### src/rtl/rv32_writeback_pkg.sv
// rv32_writeback_pkg
// Shared encodings and types for the rv32 writeback stage. The result-source
// and load-size encodings are also used by the decoder and memory stage.
// Contents:
//   RV32_RESULT_SRC_*  : writeback value source (ALU / LOAD / CSR)
//   RV32_LOAD_SIZE_*   : load access width (byte / half / word)
//   rv32_wb_t          : stage register contents {valid, rd_write, rd, value}
//   rv32_extend_16     : zero/sign extension helper for sub-word loads
package rv32_writeback_pkg;

  localparam logic [1:0] RV32_RESULT_SRC_ALU  = 2'b00;
  localparam logic [1:0] RV32_RESULT_SRC_LOAD = 2'b01;
  localparam logic [1:0] RV32_RESULT_SRC_CSR  = 2'b10;

  localparam logic [1:0] RV32_LOAD_SIZE_B = 2'b00;
  localparam logic [1:0] RV32_LOAD_SIZE_H = 2'b01;
  localparam logic [1:0] RV32_LOAD_SIZE_W = 2'b10;

  typedef struct packed {
    logic        valid;
    logic        rd_write;
    logic [4:0]  rd;
    logic [31:0] value;
  } rv32_wb_t;

  // Extend a byte (is_byte=1, data in [7:0]) or halfword (data in [15:0])
  // to 32 bits; zero-extends when is_unsigned is set, else sign-extends.
  function automatic logic [31:0] rv32_extend_16(input logic [15:0] data,
                                                 input logic        is_byte,
                                                 input logic        is_unsigned);
    logic [31:0] ext;
    if (is_byte) begin
      ext = is_unsigned ? {24'h000000, data[7:0]} : {{24{data[7]}}, data[7:0]};
    end else begin
      ext = is_unsigned ? {16'h0000, data} : {{16{data[15]}}, data};
    end
    return ext;
  endfunction

endpackage

### src/rtl/rv32_writeback_if.sv
// rv32_writeback_if
// Bundle of the memory-stage -> writeback inputs and the writeback outputs
// (register-file write port, retire pulse, forwarding to execute).
// Modports:
//   master : memory-stage / environment side (drives *_in, observes *_out)
//   slave  : writeback stage side (observes *_in, drives *_out)
interface rv32_writeback_if;

  logic        valid_in;
  logic        stall_in;
  logic        flush_in;
  logic        rd_write_in;
  logic [4:0]  rd_in;
  logic [1:0]  result_src_in;
  logic [1:0]  load_size_in;
  logic        load_unsigned_in;
  logic [31:0] alu_result_in;
  logic [31:0] mem_read_value_in;
  logic [31:0] csr_read_value_in;

  logic        rd_write_out;
  logic [4:0]  rd_out;
  logic [31:0] rd_value_out;
  logic        instr_retired_out;
  logic        fwd_valid_out;
  logic [4:0]  fwd_rd_out;
  logic [31:0] fwd_value_out;

  modport master (
    output valid_in, stall_in, flush_in, rd_write_in, rd_in, result_src_in,
           load_size_in, load_unsigned_in, alu_result_in, mem_read_value_in,
           csr_read_value_in,
    input  rd_write_out, rd_out, rd_value_out, instr_retired_out,
           fwd_valid_out, fwd_rd_out, fwd_value_out
  );

  modport slave (
    input  valid_in, stall_in, flush_in, rd_write_in, rd_in, result_src_in,
           load_size_in, load_unsigned_in, alu_result_in, mem_read_value_in,
           csr_read_value_in,
    output rd_write_out, rd_out, rd_value_out, instr_retired_out,
           fwd_valid_out, fwd_rd_out, fwd_value_out
  );

endinterface

### src/rtl/rv32_load_extend.sv
// rv32_load_extend
// Combinational extractor/extender for load data. Picks the addressed
// byte/half out of the aligned data-bus word and zero/sign extends it.
// Ports:
//   word_i     : raw aligned data-bus word
//   offset_i   : byte offset within the word (effective address [1:0])
//   size_i     : RV32_LOAD_SIZE_B/H/W
//   unsigned_i : zero-extend instead of sign-extend
//   value_o    : 32-bit register value (X for the reserved size encoding)
module rv32_load_extend
  import rv32_writeback_pkg::*;
(
  input  logic [31:0] word_i,
  input  logic [1:0]  offset_i,
  input  logic [1:0]  size_i,
  input  logic        unsigned_i,
  output logic [31:0] value_o
);

  logic [7:0]  byte_s;
  logic [15:0] half_s;

  // Byte and halfword lane selection; offset_i[0] is ignored for halves
  // because misaligned accesses trap before reaching this stage.
  always_comb begin
    byte_s = 8'h00;
    half_s = 16'h0000;
    case (offset_i)
      2'd0:    byte_s = word_i[7:0];
      2'd1:    byte_s = word_i[15:8];
      2'd2:    byte_s = word_i[23:16];
      2'd3:    byte_s = word_i[31:24];
      default: byte_s = 8'h00;
    endcase
    if (offset_i[1]) begin
      half_s = word_i[31:16];
    end else begin
      half_s = word_i[15:0];
    end
  end

  // Width selection and extension.
  always_comb begin
    value_o = 32'h00000000;
    case (size_i)
      RV32_LOAD_SIZE_B: value_o = rv32_extend_16({8'h00, byte_s}, 1'b1, unsigned_i);
      RV32_LOAD_SIZE_H: value_o = rv32_extend_16(half_s, 1'b0, unsigned_i);
      RV32_LOAD_SIZE_W: value_o = word_i;
      default:          value_o = {32{1'bx}};
    endcase
  end

endmodule

### src/rtl/rv32_writeback.sv
// rv32_writeback
// Final rv32 pipeline stage: registers the memory-stage result, selects the
// write-back value (ALU / extended load / CSR) and drives the register-file
// write port plus the one-cycle instruction-retired pulse.
// Ports:
//   clk   : core clock, rising edge
//   reset : synchronous, active-high; discards any in-flight instruction
//   wb    : rv32_writeback_if.slave (memory-stage inputs, regfile/retire/fwd outputs)
// Build option:
//   RV32_WB_FORWARD_EN : when defined, fwd_* mirror the register-file write
//                        port; otherwise fwd_* are tied to 0.
// All outputs come from the stage register (at most ANDed together), so no
// input reaches an output combinationally.
module rv32_writeback
  import rv32_writeback_pkg::*;
(
  input  logic             clk,
  input  logic             reset,
  rv32_writeback_if.slave  wb
);

  logic        accept_s;
  logic [31:0] load_value_s;
  logic [31:0] result_s;
  rv32_wb_t    wb_d;
  rv32_wb_t    wb_q;

  // A stalled or flushed instruction becomes a bubble; both together still
  // yield a single bubble.
  assign accept_s = wb.valid_in & ~wb.stall_in & ~wb.flush_in;

  rv32_load_extend u_load_extend (
    .word_i     (wb.mem_read_value_in),
    .offset_i   (wb.alu_result_in[1:0]),
    .size_i     (wb.load_size_in),
    .unsigned_i (wb.load_unsigned_in),
    .value_o    (load_value_s)
  );

  // Write-back value select ahead of the stage register.
  always_comb begin
    result_s = 32'h00000000;
    case (wb.result_src_in)
      RV32_RESULT_SRC_ALU:  result_s = wb.alu_result_in;
      RV32_RESULT_SRC_LOAD: result_s = load_value_s;
      RV32_RESULT_SRC_CSR:  result_s = wb.csr_read_value_in;
      default:              result_s = {32{1'bx}};
    endcase
  end

  // Next stage-register contents; a bubble clears valid and the write enable.
  always_comb begin
    wb_d          = '0;
    wb_d.valid    = accept_s;
    wb_d.rd_write = accept_s & wb.rd_write_in;
    wb_d.rd       = wb.rd_in;
    wb_d.value    = result_s;
  end

  // Stage register with synchronous reset taking priority over all inputs.
  always_ff @(posedge clk) begin
    if (reset) begin
      wb_q <= '0;
    end else begin
      wb_q <= wb_d;
    end
  end

  // x0 is hard-wired zero, so a write to it is suppressed here.
  assign wb.rd_write_out      = wb_q.valid & wb_q.rd_write & (wb_q.rd != 5'd0);
  assign wb.rd_out            = wb_q.rd;
  assign wb.rd_value_out      = wb_q.value;
  assign wb.instr_retired_out = wb_q.valid;

`ifdef RV32_WB_FORWARD_EN
  assign wb.fwd_valid_out = wb.rd_write_out;
  assign wb.fwd_rd_out    = wb.rd_out;
  assign wb.fwd_value_out = wb.rd_value_out;
`else
  // Execute relies on register-file write-before-read instead.
  assign wb.fwd_valid_out = 1'b0;
  assign wb.fwd_rd_out    = 5'd0;
  assign wb.fwd_value_out = 32'h00000000;
`endif

endmodule

### src/flat_wrapper.sv
// flat-port wrapper written by rule: the top's interface ports become plain ports
module rv32_writeback_flat import rv32_writeback_pkg::*;
  (clk, reset, wb_valid_in, wb_stall_in, wb_flush_in, wb_rd_write_in, wb_rd_in, wb_result_src_in, wb_load_size_in, wb_load_unsigned_in, wb_alu_result_in, wb_mem_read_value_in, wb_csr_read_value_in, wb_rd_write_out, wb_rd_out, wb_rd_value_out, wb_instr_retired_out, wb_fwd_valid_out, wb_fwd_rd_out, wb_fwd_value_out);
  rv32_writeback_if wb_i ();
  input  logic clk;
  input  logic reset;
  input wire logic [$bits(wb_i.valid_in)-1:0] wb_valid_in;
  input wire logic [$bits(wb_i.stall_in)-1:0] wb_stall_in;
  input wire logic [$bits(wb_i.flush_in)-1:0] wb_flush_in;
  input wire logic [$bits(wb_i.rd_write_in)-1:0] wb_rd_write_in;
  input wire logic [$bits(wb_i.rd_in)-1:0] wb_rd_in;
  input wire logic [$bits(wb_i.result_src_in)-1:0] wb_result_src_in;
  input wire logic [$bits(wb_i.load_size_in)-1:0] wb_load_size_in;
  input wire logic [$bits(wb_i.load_unsigned_in)-1:0] wb_load_unsigned_in;
  input wire logic [$bits(wb_i.alu_result_in)-1:0] wb_alu_result_in;
  input wire logic [$bits(wb_i.mem_read_value_in)-1:0] wb_mem_read_value_in;
  input wire logic [$bits(wb_i.csr_read_value_in)-1:0] wb_csr_read_value_in;
  output wire logic [$bits(wb_i.rd_write_out)-1:0] wb_rd_write_out;
  output wire logic [$bits(wb_i.rd_out)-1:0] wb_rd_out;
  output wire logic [$bits(wb_i.rd_value_out)-1:0] wb_rd_value_out;
  output wire logic [$bits(wb_i.instr_retired_out)-1:0] wb_instr_retired_out;
  output wire logic [$bits(wb_i.fwd_valid_out)-1:0] wb_fwd_valid_out;
  output wire logic [$bits(wb_i.fwd_rd_out)-1:0] wb_fwd_rd_out;
  output wire logic [$bits(wb_i.fwd_value_out)-1:0] wb_fwd_value_out;
  assign wb_i.valid_in = wb_valid_in;
  assign wb_i.stall_in = wb_stall_in;
  assign wb_i.flush_in = wb_flush_in;
  assign wb_i.rd_write_in = wb_rd_write_in;
  assign wb_i.rd_in = wb_rd_in;
  assign wb_i.result_src_in = wb_result_src_in;
  assign wb_i.load_size_in = wb_load_size_in;
  assign wb_i.load_unsigned_in = wb_load_unsigned_in;
  assign wb_i.alu_result_in = wb_alu_result_in;
  assign wb_i.mem_read_value_in = wb_mem_read_value_in;
  assign wb_i.csr_read_value_in = wb_csr_read_value_in;
  assign wb_rd_write_out = wb_i.rd_write_out;
  assign wb_rd_out = wb_i.rd_out;
  assign wb_rd_value_out = wb_i.rd_value_out;
  assign wb_instr_retired_out = wb_i.instr_retired_out;
  assign wb_fwd_valid_out = wb_i.fwd_valid_out;
  assign wb_fwd_rd_out = wb_i.fwd_rd_out;
  assign wb_fwd_value_out = wb_i.fwd_value_out;
  rv32_writeback u_core (.clk(clk), .reset(reset), .wb(wb_i));
endmodule
### config.mk
export PLATFORM = sky130hd
export DESIGN_NAME = rv32_writeback_flat
export DESIGN_NICKNAME = d
export VERILOG_FILES = /design/src/rtl/rv32_writeback_pkg.sv /design/src/rtl/rv32_writeback_if.sv /design/src/rtl/rv32_load_extend.sv /design/src/rtl/rv32_writeback.sv /design/src/flat_wrapper.sv
export SDC_FILE = /design/constraint.sdc
export NUM_CORES = 1
export LEC_CHECK = 0
export ABC_AREA = 1
export CORE_UTILIZATION = 39
export DETAILED_ROUTE_END_ITERATION = 10
export PLACE_DENSITY_LB_ADDON = 0.08
export SLEW_MARGIN = 20
export SYNTH_ARGS = -nofsm -noshare
export SYNTH_HDL_FRONTEND = slang
export SYNTH_SLANG_ARGS = --single-unit
### constraint.sdc
create_clock -name clk -period 2.22 [get_ports clk]
set_input_delay 0.222 -clock clk [delete_from_list [all_inputs] [get_ports clk]]
set_output_delay 0.222 -clock clk [all_outputs]
set_load 0.02 [all_outputs]
# Word level (Yosys, flattened, before mapping)
# Cells that the tools add are included.
[classes] eq_ne=7 muxes=6 bitwise_logic=7 reduce_logical=4
[ops] cell="$pmux 32 s3" count=2
[ops] cell="$mux 32" count=2
[ops] cell="$pmux 8 s4" count=1
[ops] cell="$mux 16" count=1
[ops] cell="$eq 2x2->1 const B" count=4
[ops] cell="$eq 2x1->1 const B" count=3
[ops] cell="$logic_not 2->1" count=3
[ops] cell="$and 1x1->1" count=5
[ops] cell="$reduce_bool 5->1" count=1
[ops] cell="$not 1->1" count=2
[word_totals] reg_bits=39 wordCells=28

# Longest topological paths before layout
[logic_depth] depth_word=5 ltp_mapped=11 ltp_nobuf=9

# Cells and area by module
# From an unflattened synthesis, not the netlist that was laid out.
[hier_totals] hier_cells=595 hier_area_um2=3415.8
[modules_own_cells] mod="rv32_writeback" n_inst=1 cells_per_inst=354 area_each_um2=2429.8 seq_area_each_um2=780.7
[modules_own_cells] mod="rv32_load_extend" n_inst=1 cells_per_inst=241 area_each_um2=985.9 seq_area_each_um2=0.0

# Least setup slack after synthesis
# Ideal clock, no wire load.
[synth_path] path_kind="in2reg" from="in wb_load_size_in[0]" to="reg u_core.wb_q, in the netlist u_core.wb.rd_value_out[22]" t_arrival_ns=1.334 t_required_ns=2.154 setup_slack_ns=0.820 path_stages=11 path_buffers=2 path_cell_list="inv_1 > ha_1 > buf_6 > inv_2 > nor2_1 > nand3_2 > nand2_4 > nor2_8 > buf_12 > nand3_2 > a21oi_2"
[synth_between] elab_chain_cells=3 elab_cells_between_ends=5 cone_classes="2 x eq/ne; 2 x mux; 1 x reduce/logical"
[synth_rtl] element="start: declaration" line="flat_wrapper.sv:13" rtl="input wire logic [$bits(wb_i.load_size_in)-1:0] wb_load_size_in;"
[synth_rtl] element="$eq 2x2->1, or another cell as far along" line="rv32_load_extend.sv:45" rtl="case (size_i)"
[synth_rtl] element="$pmux 32 s3 (*)" line="rv32_load_extend.sv:45"
[synth_rtl] element="$pmux 32 s3 (*)" line="rv32_writeback.sv:43" rtl="case (wb.result_src_in)"
[synth_rtl] element="end signal: assignment" line="rv32_writeback.sv:65" rtl="wb_q <= wb_d;"
[synth_rtl] element="end: declaration" line="rv32_writeback.sv:26" rtl="rv32_wb_t wb_q;"
# Every way passes the cells marked *; elsewhere a longest branch is shown, timed or not.
# A chain may end at the register's enable or synchronous reset.

# Worst setup path in the final report
[layout_path] from="in wb_load_size_in[0]" to="reg u_core.wb_q, in the netlist u_core.wb.rd_value_out[3]"
# The elaborated chain is that of the path after synthesis.

==> out/metrics.yaml <==
logic_synthesis:
  yosys_warnings: 0
  synth.ff_latch_count: 39
  synth.cells.most_frequent: "nand2_1 (107), buf_4 (78), a21oi_1 (69)"
  syn_area_sq_mm: 0.00317
  yosysTopAreaCellShare: 0.246
  synth_edf_count: 0
  async_reset_ff_frac: 0
  synth-seq-area-share: 0.246
  synthFlopType: "dfxtp_1"
  post_synth.cell_area_avg_sq_um: 7.04
  syn_inst: 451
  post-synth-top-area-cell: "dfxtp_1"
  leading_post_synthesis_cells_by_cell_area: "dfxtp_1 (25%), buf_4 (18%), nand2_1 (13%), a21oi_1 (11%), nand3_2 (6.6%)"
  leading_cell_type_by_number_of_instances_after_synthesis: "nand2_1"
  post_synth_num_cell_types: 26
worst_setup_path:
  cp_num_buf_inv: 3
  worst_setup_path_end_kind: "flop"
  cell_family_with_most_cp_delay: "buffers and inverters"
  timing.critical_path.required_ps: 2440
  timing.critical_path.slowest_cell_delay_ps: 480
  timing.critical_path.cells: "clkdlybuf4s50_1 -> inv_1 -> ha_1 -> nand2_2 -> inv_2 -> a21oi_2 -> nand2_1 -> nand3_1 -> nand2_1 -> a21oi_1"
  cp_common_cell: "nand2_1"
  worst-endpoint-arrival_ps: 2080
  critical-path-slowest-cell: "clkdlybuf4s50_1"
  timing_worst_setup_path_type: "in2reg"
  critical_path.startpoint_type: "primary input"
  cp_max_fo: 8
layout:
  antenna_cells: 0
  final_net_count: 669
  synthToLayoutAreaGrowth_pct: 39.7
  instances_no_fill: 656
  finish.utilization: 0.568
  fillerInstances: 777
  post_route_cells_drive_above_1_share: 0.137
placement:
  dp_hpwl_microns: 7010
  portBuffers: 150
  post-place-ws_ps: 59.2
  gp_congestion: 0.841
  place.detailed.instances: 648
clock_tree:
  postCtsHoldBufs: 0
  ctsLongestPathBuffers: 2
  worst_setup_hold_path_clk_slew_ps: 80
  clk_root_buffer_cell: "clkbuf_8"
  num_cts_buffers: 5
  post_cts_buffers: 0
  cts.htree.levels: 2
  number_of_sinks_driven_by_the_clock_tree: 39
  tritoncts: "yes"
  post_cts.resized_instances: 0
grt:
  grt_max_degree: 33
  grt_remaining_overflow: 0
  via_count_of_the_first_global_routing_pass: 2921
  grt_pass1_wl_microns: 14500
  antenna_found_initial: 0
  total_routing_usage_reported_by_global_routing: 0.215
timing:
  fmaxAchievable_mhz: 540
  finalCritPeriodShare: 0.835
  setup_viol: 0
  maxSlewViolCount: 0
  final_hold_viol_count: 0
  holdWs_ps: 434
  worst_slack_ps: 367
  rsz0062_at_grt: "no"
  period_needed_ps: 1850
  setup_tns_ps: 0
routing:
  remaining_drc_errors: 0
  vias_per_std_cell: 4.75
  routed_wire_length_per_instance_microns: 14.2
  detail_route.wirelength_microns: 9310
  drt_pass1_iterations: 4
  detail-route-antenna-nets: 0
  num_vias: 3117
  initialDrtViolationCount: 195
power_and_ir_drop:
  leakage_nw: 1.85
  irDropWorstVdd_v: 0.000350
  power.density_mw_per_mm2: 518
die:
  die_area_sq_mm: 0.00850
  die_width_microns: 92.2
  core_sq_mm: 0.00781
  effective_utilization_at_floorplan: 0.407
  die_y_microns: 92.2
  design.portCount: 189
  row_count: 32
run_status:
  outcome: "complete, no violations"
hold_path:
  holdCritPathClass: "in2reg"
job:
  maxCapViolations: 0
==> per-stage QoR <==
stage | cell area, sq um | total power [mW]
2_1_floorplan | 3310 | 1.42
3_3_place_gp | 4320 | 1.69
3_5_place_dp | 4320 | 1.70
4_1_cts | 4430 | 2.31
5_1_grt | 4430 | 2.42
6_report | 4430 | 2.29
==> where the power goes <==
part           leakage [nW]  internal [mW]  switching (mW)
clock network        0.0581          0.335           0.274
logic                  1.46          0.420           0.489
registers             0.324          0.760          0.0171
==> flip-flops by register name, indices dropped and copies added (netlist names) <==
| name | cells |
|---|---|
| u_core.wb.rd_value_out | 32 |
| u_core.wb.rd_out | 5 |
| u_core.wb_q | 1 |
| u_core.wb.instr_retired_out | 1 |
==> area by class of cell <==
type                            count  area (sq um)  share of cell area
Multi-Input combinational cell    326          1720               0.387
Tap cell                          102           128              0.0288
Sequential cell                    39           781               0.176
Clock buffer                        5          68.8              0.0155
Inverter                           18          72.6              0.0164
Timing Repair Buffer              163          1620               0.366
Clock inverter                      3          43.8             0.00988
==> cells by family after synthesis <==
family / synth area share
and+or+nand+nor: 0.261
AOI/OAI and AO/OA: 0.219
buffers and inverters: 0.257
DFF: 0.246
adders and majority gates: 0.0158
other: 0.00118
==> worst paths after layout <==
path / start / to / slack, ps / depth (start not counted)
setup / recovery: wb_load_size_in[0] / u_core.wb.rd_value_out[3] / 370 / 10
hold / removal: wb_rd_in[2] / u_core.wb.rd_out[2] / 430 / 3
==> per-layer routing <==
metal / part of all wire / global-route usage / vias up
li1: - / - / 1565
met2: 0.49 / 0.379 / 113
met4: 0.0050 / 0.0313 / 0
met3: 0.065 / 0.0307 / 4
met1: 0.44 / 0.281 / 1435
met5: 0 / 0 / -
==> layout by cell type, fill, tap and decap left out, drive strengths merged, types with 4 or more instances in the layout <==
cell,synthesis,routed
nand3,34,34
o21ai,33,33
a21oi,90,90
buf,90,13
nor2,11,11
nand2,113,113
clkbuf,15,5
ha,4,4
clkdlybuf4s50,0,150
inv,17,17
conb,1,38
dfxtp,39,39
(Power assumes the default switching activity.)
